$ cat src/rtl/cmd_pkg.sv
// Shared definitions for the master command loader: FSM state codes,
// field limits and the transaction timeout.
package cmd_pkg;

  typedef enum logic [3:0] {
    S_SLAVE = 4'd0,
    S_ADDR  = 4'd1,
    S_DATA  = 4'd2,
    S_BURST = 4'd3,
    S_ARMED = 4'd4,
    S_ISSUE = 4'd5,
    S_WAIT  = 4'd6
  } state_e;

  localparam int SLAVE_CODE_MAX = 2;
  localparam int WAIT_TIMEOUT   = 8;

  function automatic logic slave_ok(input logic [31:0] code);
    return (code <= 32'(SLAVE_CODE_MAX));
  endfunction

endpackage

$ cat src/rtl/btn_debounce.sv
// Push-button conditioner: 2-flop synchronizer, stability counter and a
// single-cycle press pulse on each accepted press.
module btn_debounce #(
  parameter int DEBOUNCE_CYCLES = 4
) (
  input  logic clk,
  input  logic rst,
  input  logic btn_n,
  output logic press_p
);

  localparam int CW = (DEBOUNCE_CYCLES > 1) ? $clog2(DEBOUNCE_CYCLES) : 1;
  localparam logic [CW-1:0] CNT_LAST = CW'(DEBOUNCE_CYCLES - 1);

  logic          sync1_r;
  logic          sync2_r;
  logic          rel_r;
  logic          press_r;
  logic [CW-1:0] cnt_r;

  // Bring the raw button into the clk domain.
  always_ff @(posedge clk or negedge rst) begin
    if (!rst) begin
      sync1_r <= 1'b0;
      sync2_r <= 1'b0;
    end else begin
      sync1_r <= btn_n;
      sync2_r <= sync1_r;
    end
  end

  // rel_r holds the accepted level in raw polarity; its reset value of 0
  // reads as "pressed", so a button held through reset never pulses.
  always_ff @(posedge clk or negedge rst) begin
    if (!rst) begin
      rel_r   <= 1'b0;
      cnt_r   <= '0;
      press_r <= 1'b0;
    end else if (sync2_r != rel_r) begin
      if (cnt_r == CNT_LAST) begin
        rel_r   <= sync2_r;
        cnt_r   <= '0;
        press_r <= ~sync2_r;
      end else begin
        cnt_r   <= cnt_r + CW'(1);
        press_r <= 1'b0;
      end
    end else begin
      cnt_r   <= '0;
      press_r <= 1'b0;
    end
  end

  assign press_p = press_r;

endmodule

$ cat src/rtl/master_cmd_loader.sv
// Operator front end for one bus master: field entry from switches via
// debounced buttons, then a single read/write strobe and busy tracking.
module master_cmd_loader
  import cmd_pkg::*;
#(
  parameter int SLAVE_LEN       = 2,
  parameter int ADDR_LEN        = 12,
  parameter int DATA_LEN        = 8,
  parameter int BURST_LEN       = 12,
  parameter int DEBOUNCE_CYCLES = 4
) (
  input  logic                 clk,
  input  logic                 rst,
  input  logic                 btn_next_n,
  input  logic                 btn_back_n,
  input  logic                 btn_go_n,
  input  logic [11:0]          switch_array,
  input  logic                 rw_switch,
  input  logic                 master_busy,
  output logic                 read,
  output logic                 write,
  output logic [DATA_LEN-1:0]  data,
  output logic [ADDR_LEN:0]    address,
  output logic [SLAVE_LEN-1:0] slave,
  output logic [BURST_LEN:0]   burst_num,
  output logic [3:0]           config_state,
  output logic                 field_err
);

  localparam logic [3:0] WAIT_LAST = 4'(WAIT_TIMEOUT - 1);

  state_e                 state_r;
  state_e                 state_nxt_s;
  logic                   next_p_s;
  logic                   back_p_s;
  logic                   go_p_s;
  logic                   ld_slave_s;
  logic                   ld_addr_s;
  logic                   ld_data_s;
  logic                   ld_burst_s;
  logic                   err_set_s;
  logic                   err_clr_s;
  logic                   field_err_r;
  logic                   seen_busy_r;
  logic [3:0]             wait_cnt_r;
  logic [SLAVE_LEN-1:0]   slave_r;
  logic [ADDR_LEN:0]      address_r;
  logic [DATA_LEN-1:0]    data_r;
  logic [BURST_LEN:0]     burst_r;

  btn_debounce #(.DEBOUNCE_CYCLES(DEBOUNCE_CYCLES)) u_next (
    .clk(clk), .rst(rst), .btn_n(btn_next_n), .press_p(next_p_s)
  );
  btn_debounce #(.DEBOUNCE_CYCLES(DEBOUNCE_CYCLES)) u_back (
    .clk(clk), .rst(rst), .btn_n(btn_back_n), .press_p(back_p_s)
  );
  btn_debounce #(.DEBOUNCE_CYCLES(DEBOUNCE_CYCLES)) u_go (
    .clk(clk), .rst(rst), .btn_n(btn_go_n), .press_p(go_p_s)
  );

  // State register.
  always_ff @(posedge clk or negedge rst) begin
    if (!rst) begin
      state_r <= S_SLAVE;
    end else begin
      state_r <= state_nxt_s;
    end
  end

  // Next-state and field-load decode; back wins wherever it is legal.
  always_comb begin
    state_nxt_s = state_r;
    ld_slave_s  = 1'b0;
    ld_addr_s   = 1'b0;
    ld_data_s   = 1'b0;
    ld_burst_s  = 1'b0;
    err_set_s   = 1'b0;
    err_clr_s   = 1'b0;
    case (state_r)
      S_SLAVE: begin
        if (next_p_s) begin
          if (slave_ok(32'(switch_array[SLAVE_LEN-1:0]))) begin
            ld_slave_s  = 1'b1;
            err_clr_s   = 1'b1;
            state_nxt_s = S_ADDR;
          end else begin
            err_set_s   = 1'b1;
          end
        end else begin
          state_nxt_s = S_SLAVE;
        end
      end
      S_ADDR: begin
        if (back_p_s) begin
          state_nxt_s = S_SLAVE;
        end else if (next_p_s) begin
          ld_addr_s   = 1'b1;
          err_clr_s   = 1'b1;
          state_nxt_s = S_DATA;
        end else begin
          state_nxt_s = S_ADDR;
        end
      end
      S_DATA: begin
        if (back_p_s) begin
          state_nxt_s = S_ADDR;
        end else if (next_p_s) begin
          ld_data_s   = 1'b1;
          err_clr_s   = 1'b1;
          state_nxt_s = S_BURST;
        end else begin
          state_nxt_s = S_DATA;
        end
      end
      S_BURST: begin
        if (back_p_s) begin
          state_nxt_s = S_DATA;
        end else if (next_p_s) begin
          if (|switch_array) begin
            ld_burst_s  = 1'b1;
            err_clr_s   = 1'b1;
            state_nxt_s = S_ARMED;
          end else begin
            err_set_s   = 1'b1;
          end
        end else begin
          state_nxt_s = S_BURST;
        end
      end
      S_ARMED: begin
        if (back_p_s) begin
          state_nxt_s = S_BURST;
        end else if (go_p_s && !master_busy) begin
          state_nxt_s = S_ISSUE;
        end else begin
          state_nxt_s = S_ARMED;
        end
      end
      S_ISSUE: begin
        state_nxt_s = S_WAIT;
      end
      S_WAIT: begin
        if (seen_busy_r && !master_busy) begin
          state_nxt_s = S_ARMED;
        end else if (!seen_busy_r && !master_busy && (wait_cnt_r == WAIT_LAST)) begin
          state_nxt_s = S_ARMED;
          err_set_s   = 1'b1;
        end else begin
          state_nxt_s = S_WAIT;
        end
      end
      default: begin
        state_nxt_s = S_SLAVE;
      end
    endcase
  end

  // Command field registers; rejected values are never latched.
  always_ff @(posedge clk or negedge rst) begin
    if (!rst) begin
      slave_r   <= '0;
      address_r <= '0;
      data_r    <= '0;
      burst_r   <= '0;
    end else begin
      if (ld_slave_s) slave_r <= switch_array[SLAVE_LEN-1:0];
      else            slave_r <= slave_r;
      if (ld_addr_s)  address_r <= (ADDR_LEN+1)'(switch_array);
      else            address_r <= address_r;
      if (ld_data_s)  data_r <= switch_array[DATA_LEN-1:0];
      else            data_r <= data_r;
      if (ld_burst_s) burst_r <= (BURST_LEN+1)'(switch_array);
      else            burst_r <= burst_r;
    end
  end

  // Sticky error flag, updated only by latch attempts and timeouts.
  always_ff @(posedge clk or negedge rst) begin
    if (!rst) begin
      field_err_r <= 1'b0;
    end else if (err_set_s) begin
      field_err_r <= 1'b1;
    end else if (err_clr_s) begin
      field_err_r <= 1'b0;
    end else begin
      field_err_r <= field_err_r;
    end
  end

  // Busy tracking and timeout count, restarted by every strobe.
  always_ff @(posedge clk or negedge rst) begin
    if (!rst) begin
      wait_cnt_r  <= '0;
      seen_busy_r <= 1'b0;
    end else if (state_r == S_ISSUE) begin
      wait_cnt_r  <= '0;
      seen_busy_r <= 1'b0;
    end else if (state_r == S_WAIT) begin
      seen_busy_r <= seen_busy_r | master_busy;
      if (wait_cnt_r != WAIT_LAST) wait_cnt_r <= wait_cnt_r + 4'd1;
      else                         wait_cnt_r <= wait_cnt_r;
    end else begin
      wait_cnt_r  <= wait_cnt_r;
      seen_busy_r <= seen_busy_r;
    end
  end

  // The strobe is decoded from the state register so rw_switch is taken
  // in the issue cycle itself.
  assign write        = (state_r == S_ISSUE) &  rw_switch;
  assign read         = (state_r == S_ISSUE) & ~rw_switch;
  assign slave        = slave_r;
  assign address      = address_r;
  assign data         = data_r;
  assign burst_num    = burst_r;
  assign config_state = state_r;
  assign field_err    = field_err_r;

endmodule

$ cat config.mk
export PLATFORM = sky130hd
export DESIGN_NAME = master_cmd_loader
export DESIGN_NICKNAME = d
export VERILOG_FILES = /design/src/rtl/cmd_pkg.sv /design/src/rtl/btn_debounce.sv /design/src/rtl/master_cmd_loader.sv
export SDC_FILE = /design/constraint.sdc
export NUM_CORES = 1
export LEC_CHECK = 0
export ABC_CLOCK_PERIOD_IN_PS = 2009
export CAP_MARGIN = 20
export CORE_MARGIN = 2
export CORE_UTILIZATION = 49
export CTS_CLUSTER_DIAMETER = 30
export DETAILED_ROUTE_END_ITERATION = 8
export PLACE_DENSITY = 0.87
export SLEW_MARGIN = 20
export SYNTH_ARGS = -nofsm -noshare
export SYNTH_HDL_FRONTEND = slang
export SYNTH_SLANG_ARGS = --single-unit
$ cat constraint.sdc
create_clock -name clk -period 2.01 [get_ports clk]
set_clock_uncertainty 0.1 [all_clocks]
set_input_delay 0.201 -clock clk [delete_from_list [all_inputs] [get_ports clk]]
set_output_delay 0.201 -clock clk [all_outputs]
set_load 0.005 [all_outputs]
## Word level (Yosys, flattened, before mapping)

Cells that the tools add are included.
Widths: inputs -> output; s select.

- Bits in registers: 62
- Bits in latches: 0
- Memory bits (writable): 0
- ROM bits: 0
- Memories kept: 0

- Add/sub/neg operators: 4
- $mul: 0
- Divide/modulo/power cells: 0
- Magnitude comparators: 1
- Equality and inequality tests: 16
- Shift-type cells: 0
- Muxes and demuxes: 53
- Bitwise logic cells: 7
- Reductions and logical operators: 17

Operators with widths:

| operator | count |
|---|---|
| $mux 4 | 8 |
| $mux 1 | 30 |
| $pmux 4 s7 | 1 |
| $mux 2 | 11 |
| $eq 4x3->1 const B | 4 |
| $reduce_or 12->1 | 1 |
| $reduce_and 2->1 | 5 |
| $eq 4x2->1 const B | 2 |
| $ne 4x3->1 const B | 2 |
| $add 2x1->2 const B | 3 |
| $eq 2x2->1 const B | 3 |
| $pmux 1 s3 | 2 |
| $reduce_bool 2->1 | 3 |
| $add 4x1->4 const B | 1 |
| $eq 4x1->1 const B | 1 |
| $logic_and 1x1->1 | 4 |
| $logic_not 4->1 | 1 |
| $not 1->1 | 4 |
| $mux 3 | 1 |
| $ne 1x1->1 | 3 |
| $ne 3x3->1 const B | 1 |
| $and 1x1->1 | 2 |
| $le 2x2->1 const B | 1 |
| $logic_not 1->1 | 2 |
| 2 further kinds | 2 |

## Longest topological paths before layout

- Depth in word-level cells: 7
- Depth in mapped cells: 5
- Gate-level depth less buffers: 5

## Hierarchy

Synthesis repeated with hierarchy kept, for this count alone.

- Cell total of the unflattened synthesis: 190
- Area total of the unflattened synthesis: 2571.2 um2

By module, submodules not included:

| module | instances | cells each | area each (um2) | seq. area each (um2) |
|---|---|---|---|---|
| master_cmd_loader | 1 | 154 | 1944.4 | 1076.0 |
| btn_debounce | 3 | 12 | 209.0 | 150.1 |

## Worst setup path before layout

No wires, ideal clock.

- Path kind: register to register
- From: register state_r[1], in the netlist config_state[1]
- To: register address_r[10], in the netlist address[10]
- Setup time: 0.125 ns
- Arrival time: 1.492 ns
- Required time: 1.785 ns
- Slack: 0.293 ns
- Cell stages (with the launch flop): 5
- Path buffers: 1
- Cell sequence: dfrtp_1 -> nand2b_1 -> nor4b_2 -> buf_4 -> mux2_2

- Cells in the longest elaborated chain, start to end: 2

RTL lines:

| item | RTL line | RTL |
|---|---|---|
| from (decl) | master_cmd_loader.sv:32 | `state_e state_r;` |
| from (signal assigned) | master_cmd_loader.sv:66 | `state_r <= state_nxt_s;` |
| $eq 4x1->1 | master_cmd_loader.sv:79 | `case (state_r)` |
| $mux 1 | master_cmd_loader.sv:79 |  |
| to (signal assigned) | master_cmd_loader.sv:168 | `if (ld_addr_s) address_r <= (ADDR_LEN+1)'(switch_array);` |
| to (signal assigned) | master_cmd_loader.sv:169 | `else address_r <= address_r;` |
| to (decl) | master_cmd_loader.sv:47 | `logic [ADDR_LEN:0] address_r;` |

Every way passes these cells.
A chain may end at the register's enable or synchronous reset.

## Final worst setup path

- From: register state_r[1], in the netlist config_state[1]
- To: output write

- Cells in the longest elaborated chain, start to end: 2

RTL lines:

| item | RTL line | RTL |
|---|---|---|
| $eq 4x3->1 | master_cmd_loader.sv:210 | `assign write = (state_r == S_ISSUE) & rw_switch;` |
| $and 1x1->1 | master_cmd_loader.sv:210 |  |
| to (decl) | master_cmd_loader.sv:21 | `output logic write,` |

Every way passes these cells.

==> results.toml <==
[grt]
grt_max_degree = 62
grt_pass1_vias = 1814
grt-ovfl-total = 0
grt_first_pass_wirelength_mm = 8.64
antenna_found_initial = 0
grt_usage_pct = 20.7

[critical_path]
rrSetupSlack_ps = 140
r2r-start = "config_state[2]"
worstReg2RegEnd = "config_state[0]"
cp_max_fo = 4
path_class = "flip-flop to primary output"
end_kind = "primary output"
reg2regPathDepth = 5
cp-start-kind = "flip-flop"
cp.required_ps = 1710
critical_path_arrival_ps = 1570

[cts]
cts-root-buf = "clkbuf_8"
cts_tree = "yes"
cts_sinks = 61
numCtsBuffers = 9
ctsHtreeMaxLevel = 3
insertion_delay_ps = 330
cts_buffer_depth = 2
clk_pin_slew_ps = 70

[routing]
viasPerCell = 5.10
vias = 1764
route.detailed.drc = 0
first_iter_violations = 152
dr.pass1.iters = 4
wl_per_cell_um = 15.2
wl_mm = 5.25
routed.top_layer = "met4"
route.met2.wl_mm = 2.79
detail-route-antenna-nets = 0
wl_met3_um = 235
met1_length_mm = 2.17

[logic_synthesis]
ys_top_cells_by_area = "dfrtp_1, mux2_2, ha_1"
yosysUniqueCellTypes = 37
ys_seq_area_share_pct = 60.3
synth_common_cells = "dfrtp_1, mux2_2, nor2_1"
async_flop_share_pct = 100
synth_edf_count = 0
netlist_area_um2 = 2530
yosysTopAreaCell = "dfrtp_1"
ys.flop_type = "dfrtp_1"
syn_inst = 191
ys_warn_count = 0
yosys_register_bits = 61
syn_area_per_cell_um2 = 13.3
yosysMostFrequentCell = "dfrtp_1"
synth_top_area_share_pct = 60.3

[placement]
gp_congestion = 0.923
port_buffers = 58
post_dp_cell_area_um2 = 3290
hpwl_mm = 3.69

[worst_hold_path]
holdCritStartpoint = "btn_go_n"
whs_path_depth = 1
hold_class = "input pin to flip-flop"
min_to = "u_go.sync1_r"

[floorplanning]
initial_core_util_pct = 50.2
core_area_um2 = 5040
rows = 26
die_h_um = 75.9
die_w_um = 75.9
die-area_um2 = 5760
num_io_pins = 62

[sta]
final-setup-viol-count = 0
fmax_mhz = 534
grt_setup_unrepaired = "no"
drv_slew = 0
finalHoldViolations = 0
fin_crit_ps = 1870
fin_crit_sh_pct = 93.1

[power]
total_leakage_power_nw = 1.68
power-per-cell-area_nw_per_um2 = 977
max-vdd-ir-drop_mv = 0.722
power_mw = 3.46

[cells_and_area]
final_nets = 294
post-route-util_pct = 70.2
drive_above_1_share_pct = 27.5
area_growth_pct = 39.8
final_area_um2 = 3540
n_antenna_cell = 0

[outcome]
outcome = "complete, no violations"

[flow_run]
cap_violations = 0
-- state kept, by name, indices dropped and copies added (netlist names) --
name,cells
address,12
burst_num,12
data,8
wait_cnt_r,4
config_state,3
slave,2
u_back.cnt_r,2
u_go.cnt_r,2
u_next.cnt_r,2
field_err,1
seen_busy_r,1
u_back.press_p,1
u_back.rel_r,1
u_back.sync1_r,1
u_back.sync2_r,1
u_go.press_p,1
u_go.rel_r,1
u_go.sync1_r,1
u_go.sync2_r,1
u_next.press_p,1
u_next.rel_r,1
u_next.sync1_r,1
u_next.sync2_r,1
-- logic make-up (layout without fill, tap and decap cells) --
logic type               after synthesis  count (layout)  share of synthesized area (%)
multiplexers                          35              35                           15.6
other                                  1               3                          0.148
adder cells (fa/ha/maj)                4               4                           1.98
buffers and inverters                 12              95                           2.57
AO/OA/AOI/OAI                         19              19                           4.79
flip-flops                            61              61                           60.3
AND/OR/NAND/NOR                       53              53                           12.6
XOR/XNOR                               6               6                           2.08
-- worst max-delay path by stage --
| stage | from | end | slack, ps | depth (start not counted) |
|---|---|---|---|---|
| 6_report | config_state[1] | write | 140 | 3 |
| 3_3_place_gp | switch_array[6] | burst_num[2] | -30 | 6 |
| 5_1_grt | config_state[1] | write | 80 | 3 |
| 4_1_cts | config_state[1] | read | 2 | 4 |
| 3_5_place_dp | switch_array[6] | burst_num[7] | -60 | 6 |
| 2_1_floorplan | config_state[1] | address[10] | 290 | 4 |
-- final cells by class --
cell class / count / area [µm²]
clock buffer: 9 / 124
clock inverter: 7 / 90.1
fill: 335 / 1500
inverter: 2 / 7.51
multi-input combinational: 120 / 953
sequential: 61 / 1530
tap: 70 / 87.6
timing repair buffer: 77 / 748
-- through the flow --
step                      TNS [ps]  hold WS, ps  worst slack, ps  instances
final                            0          209              138        346
after global routing             0          200             77.9        346
after CTS                        0          196             1.92        346
after detailed placement      -477          137            -58.8        327
after global placement        -279          129            -34.1        327
after floorplan                  0         -195              293        193
-- per-layer routing --
metal  GRT usage, %  vias to the layer above
li1               -                      834
met1           25.8                      877
met2           34.3                       47
met3           6.35                        6
met4           7.21                        0
met5              0                        -
-- worst max-delay path: stages (launching register included) --
cell	delay, ps
dfrtp_1	420
nor2b_2	150
and3_1	170
clkdlybuf4s50_1	500
-- cells in the final DEF (no fill, tap or decap), drive strengths merged, types with 3 or more instances in the layout --
| cell type | synthesis | routed |
|---|---|---|
| a21oi | 7 | 7 |
| and3b | 4 | 4 |
| buf | 7 | 19 |
| clkbuf | 3 | 9 |
| clkdlybuf4s50 | 0 | 56 |
| clkinv | 0 | 3 |
| conb | 1 | 3 |
| dfrtp | 61 | 61 |
| ha | 4 | 4 |
| mux2 | 35 | 35 |
| nand2 | 6 | 6 |
| nand2b | 3 | 3 |
| nand3 | 4 | 4 |
| nor2 | 11 | 11 |
| nor2b | 7 | 7 |
| nor3 | 4 | 4 |
| nor4 | 3 | 3 |
| nor4b | 3 | 3 |
| o21ai | 3 | 3 |
| o22ai | 3 | 3 |
| xnor2 | 4 | 4 |
-- power breakdown --
part	switching, mW	internal, mW
Clock	0.478	0.690
Sequential	0.125	1.42
Combinational	0.321	0.422
-- what timing repair did --
item,4_1_cts,5_1_grt
endpoints found under the hold margin,61,0
endpoints found under the setup margin,2,1
gates resized for setup,2,3
hold buffers,1,0
buffers inserted,2,0
No activity file was read; power rests on OpenSTA's default activity.
